**src/rtl/game_turn_sched.sv**
```systemverilog
// Two-player turn scheduler for the timed sequence-matching memory game.
// Drives the game timer, checks each player's key entries against the
// captured target sequence, keeps both scores and declares the winner.
module game_turn_sched #(
  parameter int         SEQ_LEN   = 4,
  parameter int         DIG_W     = 4,
  parameter logic [3:0] TURN_TIME = 4'd9,
  parameter int         ROUNDS    = 3
) (
  input  logic                     Clk,
  input  logic                     Rst,
  input  logic                     Start,
  input  logic [SEQ_LEN*DIG_W-1:0] Seq_In,
  input  logic                     Key_Valid,
  input  logic [DIG_W-1:0]         Key_Val,
  input  logic                     Tmr_Stop,
  output logic                     Tmr_Load,
  output logic [3:0]               Tmr_Val,
  output logic                     Tmr_En,
  output logic [1:0]               Player,
  output logic [2:0]               Idx,
  output logic                     Turn_Ok,
  output logic                     Turn_Fail,
  output logic [2:0]               Score1,
  output logic [2:0]               Score2,
  output logic                     Game_Over,
  output logic [1:0]               Winner
);

  typedef enum logic [2:0] {
    S_IDLE,
    S_LOAD,
    S_PLAY,
    S_JUDGE,
    S_DONE
  } state_t;

  localparam logic [2:0] LAST_IDX  = 3'(SEQ_LEN - 1);
  localparam logic [3:0] LAST_TURN = 4'(2 * ROUNDS - 1);

  state_t                   state;
  state_t                   state_next;
  logic [SEQ_LEN*DIG_W-1:0] seq_reg;
  logic [3:0]               turn_cnt;
  logic [2:0]               idx_q;
  logic [1:0]               player_q;
  logic [2:0]               score1_q;
  logic [2:0]               score2_q;
  logic                     ok_q;
  logic                     fail_q;
  logic [DIG_W-1:0]         cur_digit;
  logic                     last_turn;
  logic                     start_game;
  logic                     key_hit;
  logic                     turn_pass;
  logic                     turn_fail;

  assign cur_digit = seq_reg[int'(idx_q)*DIG_W +: DIG_W];
  assign last_turn = (turn_cnt == LAST_TURN);

  // State register; reset aborts any turn in progress without a pulse
  always_ff @(posedge Clk or negedge Rst) begin
    if (!Rst) state <= S_IDLE;
    else      state <= state_next;
  end

  // Next-state decode; within PLAY the timer expiry outranks any key strobe
  always_comb begin
    state_next = state;
    start_game = 1'b0;
    key_hit    = 1'b0;
    turn_pass  = 1'b0;
    turn_fail  = 1'b0;
    case (state)
      S_IDLE, S_DONE: begin
        if (Start) begin
          start_game = 1'b1;
          state_next = S_LOAD;
        end
      end
      S_LOAD: state_next = S_PLAY;
      S_PLAY: begin
        if (Tmr_Stop) begin
          turn_fail  = 1'b1;
          state_next = S_JUDGE;
        end else if (Key_Valid) begin
          if (Key_Val == cur_digit) begin
            if (idx_q == LAST_IDX) begin
              turn_pass  = 1'b1;
              state_next = S_JUDGE;
            end else begin
              key_hit = 1'b1;
            end
          end else begin
            turn_fail  = 1'b1;
            state_next = S_JUDGE;
          end
        end
      end
      S_JUDGE: state_next = last_turn ? S_DONE : S_LOAD;
      default: state_next = S_IDLE;
    endcase
  end

  // Game datapath: sequence capture, digit index, scores, turn count, player
  always_ff @(posedge Clk or negedge Rst) begin
    if (!Rst) begin
      seq_reg  <= '0;
      turn_cnt <= '0;
      idx_q    <= '0;
      player_q <= 2'b00;
      score1_q <= '0;
      score2_q <= '0;
      ok_q     <= 1'b0;
      fail_q   <= 1'b0;
    end else begin
      ok_q   <= turn_pass;
      fail_q <= turn_fail;
      if (start_game) begin
        seq_reg  <= Seq_In;
        turn_cnt <= '0;
        idx_q    <= '0;
        player_q <= 2'b01;
        score1_q <= '0;
        score2_q <= '0;
      end
      if (key_hit) idx_q <= idx_q + 3'd1;
      if (state == S_JUDGE) begin
        turn_cnt <= turn_cnt + 4'd1;
        if (ok_q && player_q[0] && (score1_q != 3'd7)) score1_q <= score1_q + 3'd1;
        if (ok_q && player_q[1] && (score2_q != 3'd7)) score2_q <= score2_q + 3'd1;
        if (!last_turn) begin
          player_q <= {player_q[0], player_q[1]};
          idx_q    <= '0;
        end
      end
    end
  end

  // Moore output decode from the registered state
  always_comb begin
    Winner = 2'b00;
    if (state == S_DONE) begin
      if (score1_q > score2_q)      Winner = 2'b01;
      else if (score2_q > score1_q) Winner = 2'b10;
      else                          Winner = 2'b11;
    end
  end

  assign Tmr_Load  = (state == S_LOAD);
  assign Tmr_Val   = TURN_TIME;
  assign Tmr_En    = (state == S_PLAY);
  assign Player    = (state == S_LOAD || state == S_PLAY || state == S_JUDGE) ? player_q : 2'b00;
  assign Idx       = idx_q;
  assign Turn_Ok   = ok_q;
  assign Turn_Fail = fail_q;
  assign Score1    = score1_q;
  assign Score2    = score2_q;
  assign Game_Over = (state == S_DONE);

endmodule
```
**config.mk**
```make
export PLATFORM = sky130hd
export DESIGN_NAME = game_turn_sched
export DESIGN_NICKNAME = d
export VERILOG_FILES = /design/src/rtl/game_turn_sched.sv
export SDC_FILE = /design/constraint.sdc
export NUM_CORES = 1
export LEC_CHECK = 0
export BUFFER_PORTS_ARGS = -buffer_cell sky130_fd_sc_hd__buf_2
export CELL_PAD_IN_SITES_DETAIL_PLACEMENT = 1
export CELL_PAD_IN_SITES_GLOBAL_PLACEMENT = 1
export CORE_MARGIN = 5
export CORE_UTILIZATION = 43
export CTS_BUF_LIST = sky130_fd_sc_hd__clkbuf_8
export DETAILED_ROUTE_END_ITERATION = 8
export PLACE_DENSITY_LB_ADDON = 0.2
export REMOVE_ABC_BUFFERS = 1
export SETUP_SLACK_MARGIN = 0.2
export SKIP_CTS_REPAIR_TIMING = 1
export SYNTH_ARGS = -nofsm -noshare
export SYNTH_HDL_FRONTEND = slang
export SYNTH_SLANG_ARGS = --single-unit
```
**constraint.sdc**
```tcl
create_clock -name Clk -period 2.3 [get_ports Clk]
set_input_delay 0.345 -clock Clk [delete_from_list [all_inputs] [get_ports Clk]]
set_output_delay 0.345 -clock Clk [all_outputs]
set_load 0.05 [all_outputs]
```
==> impl_metrics.json <==
{
  "run_status": "finished, final reports clean",
  "final.period_utilization_pct": 94.22,
  "seq_area_frac_synth_pct": 46.57,
  "syn_to_final_growth_pct": 19.47,
  "synth_enable_flop_cells": 0,
  "synthesis.area_per_instance_um2": 11.12,
  "synth_area_um2": 1934,
  "core_outline_area_um2": 4354,
  "place_congestion": 0.7293,
  "grt_remaining_overflow": 0,
  "h-tree-depth": 2,
  "power_per_cell_area_nw_per_um2": 1049,
  "dp_cells": 263,
  "drt_first_pass_iters": 4,
  "ios": 47,
  "crit_path_start_kind": "flop",
  "design.final.nets": 256,
  "grt_antenna_before_repair": 0,
  "critical-path-top-delay-family": "multiplexers",
  "critPathKind": "flop to flop",
  "die_width_um": 77.07,
  "critical_path_arrival_ns": 2.34,
  "die-height_um": 77.07,
  "final.min_clock_period_ns": 2.167,
  "maxCapViolations": 0,
  "post-route-drc-count": 0,
  "grt_setup_unrepaired": "true",
  "timing.critical_path.slowest_stage_cell": "sky130_fd_sc_hd__mux4_2",
  "die_area_um2": 5940,
  "timing.final.max_slew_violations": 0,
  "p_leak_uw": 0.001122,
  "max-clock-path-buffers": 2,
  "cts_tree": "done",
  "clock_skew_ns": 0.005517,
  "maxClockFrequency_mhz": 461.4,
  "clkTransAtPathRegs_ns": 0.06,
  "grt.total_usage_pct": 16.19,
  "diodes": 0,
  "largest_net_degree_at_the_start_of_global_routing": 37,
  "postSynthRegisterBits": 36,
  "detail_route.vias_per_cell": 5.552,
  "endpoint_required_time_on_the_critical_path_ns": 2.47,
  "largest_register_ffs": 16,
  "cts_made_buffers": 5,
  "grt_pass1_wl_mm": 7.624,
  "cts_num_sinks": 36,
  "crit-reg2reg-launch": "Idx[0]$_DFF_PN0_",
  "detailed_place_hpwl_mm": 3.516,
  "worst_setup_path_startpoint": "Idx[0]$_DFF_PN0_",
  "cp_cell_sequence": "mux4_2 > xnor2_1 > nand4_1 > a32oi_4 > buf_4 > nor2b_1 > o21a_1",
  "gate_count_post_synth": 174,
  "worst_hold_path_type": "input pin to asynchronous set/reset pin",
  "rows": 24,
  "synth-warning-count": 0,
  "critPathMaxFanout": 8,
  "cts-root-buf": "sky130_fd_sc_hd__clkbuf_8",
  "worst_path_largest_cell_delay_ns": 0.58,
  "power_uw": 2424,
  "worstSkewPairLatency_ns": 0.29,
  "routed-via-count": 1499,
  "antenna_left": 0,
  "place.port_buffers": 42,
  "layout.cells.non_filler": 270,
  "number_of_global_route_vias_before_repair": 1609,
  "timing.critical_path.to_type": "flop",
  "layout-drive-gt1-share_pct": 36.70,
  "post_synth_arst_share_pct": 100.0,
  "start_util_pct": 44.43,
  "detail_route.wirelength_mm": 4.641,
  "cp.buffers_inverters": 1,
  "hold_violations": 0,
  "relSlewSlack_pct": 46.39,
  "ir_worst_vdd_uv": 641.5,
  "worst_pin_slew_ns": 0.8042,
  "final-setup-viol-count": 0,
  "yosys_most_used_dff": "sky130_fd_sc_hd__dfrtp_1",
  "dr.first_iter.drc_count": 37,
  "netlist-cell-type-count": 35,
  "wl_per_cell_um": 17.19
}
synth_stat cells (2+ instances only):
cell                       number  area [um2]
sky130_fd_sc_hd__xnor2_1        2       17.52
sky130_fd_sc_hd__clkbuf_1       3       11.26
sky130_fd_sc_hd__mux2_2        16       180.2
sky130_fd_sc_hd__nand3b_1       2       15.01
sky130_fd_sc_hd__nand3_1        6       30.03
sky130_fd_sc_hd__nand2_1       22       82.58
sky130_fd_sc_hd__dfrtp_1       36       900.9
sky130_fd_sc_hd__nor3b_1        3       22.52
sky130_fd_sc_hd__buf_4          4       30.03
sky130_fd_sc_hd__o21ai_0       16       80.08
sky130_fd_sc_hd__nand4_1        2       12.51
sky130_fd_sc_hd__mux2i_1        5       50.05
sky130_fd_sc_hd__conb_1         2       7.510
sky130_fd_sc_hd__nor4b_2        2       30.03
sky130_fd_sc_hd__nor2_1         6       22.52
sky130_fd_sc_hd__nand2b_1       4       25.02
sky130_fd_sc_hd__a21oi_1        3       15.01
sky130_fd_sc_hd__inv_1          7       26.28
sky130_fd_sc_hd__nor3_1         2       10.01
sky130_fd_sc_hd__nor2b_1        3       18.77
sky130_fd_sc_hd__ha_1          11       137.6
sky130_fd_sc_hd__mux4_2         4       90.09
placed cells by master (no fill, tap or decap), drive strengths merged, types with 2 or more instances in the layout:
master   n
mux2i    5
nor2b    3
nand3b   2
mux2    16
nor4b    2
ha      11
nand3    6
dfrtp   36
buf     45
inv      7
clkbuf   5
mux4     4
xnor2    2
nand4    2
nor2     6
nand2   22
nor3     2
nand2b   4
conb     4
o21ai   16
a21oi    3
nor3b    3
path summary, 6_finish.rpt:
kind | to | slack, ns | cells past startpoint
worst max-delay path | Turn_Fail$_DFF_PN0_ | 0.13 | 7
worst min-delay path | seq_reg[9]$_DFFE_PN0P_ | 0.15 | 1
worst min register to register | seq_reg[2]$_DFFE_PN0P_ | 0.51 | 1
min in group Clk | state[2]$_DFFE_PN0P_ | 0.28 | 2
worst max register to register | Turn_Fail$_DFF_PN0_ | 0.13 | 7
max in group asynchronous | Idx[0]$_DFF_PN0_ | 1.60 | 1
final cells by class:
cell class / instances / area (um2)
Sequential cell: 36 / 902.1
Multi-Input combinational cell: 125 / 1011
Tap cell: 52 / 65.06
Inverter: 7 / 26.28
Timing Repair Buffer: 45 / 237.7
Fill cell: 491 / 2043
Clock buffer: 5 / 68.82
per-stage QoR:
stage	hold WS (ns)	setup slack (ns)	instance area (um2)	utilization [%]	TNS, ns
finish	0.1492	0.1329	2311	53.07	0
detailed placement	0.4786	-0.03918	2172	49.89	-0.07033
floorplan	0.04941	-0.1868	1889	-	-0.7403
global placement	0.4629	0.1016	2172	49.89	0
CTS	0.1650	-0.06612	2241	51.47	-0.1208
global route	0.1987	-0.02561	2311	53.07	-0.02561
report_power, final:
| part | switching [uW] | internal [uW] |
|---|---|---|
| registers | 169 | 856 |
| clock network | 203 | 195 |
| logic | 584 | 416 |
kinds of logic (layout without fill, tap and decap cells):
| logic type | Yosys count | after routing | share of synthesized area, % |
|---|---|---|---|
| simple gates | 58 | 58 | 16.75 |
| flops | 36 | 36 | 46.57 |
| mux | 25 | 25 | 16.56 |
| compound gates | 24 | 24 | 7.181 |
| buf+inv | 15 | 57 | 4.075 |
| fa+ha+maj | 11 | 11 | 7.115 |
| xor+xnor | 3 | 3 | 1.359 |
| other cells | 2 | 4 | 0.3882 |
routing by layer:
layer | part of all wire (%) | global-route usage [%]
met2 | 53 | 27.84
met3 | 5.3 | 5.269
met5 | 0 | 0
met1 | 39 | 17.75
met4 | 2.5 | 8.076
Power figures use the tool's default switching activity.
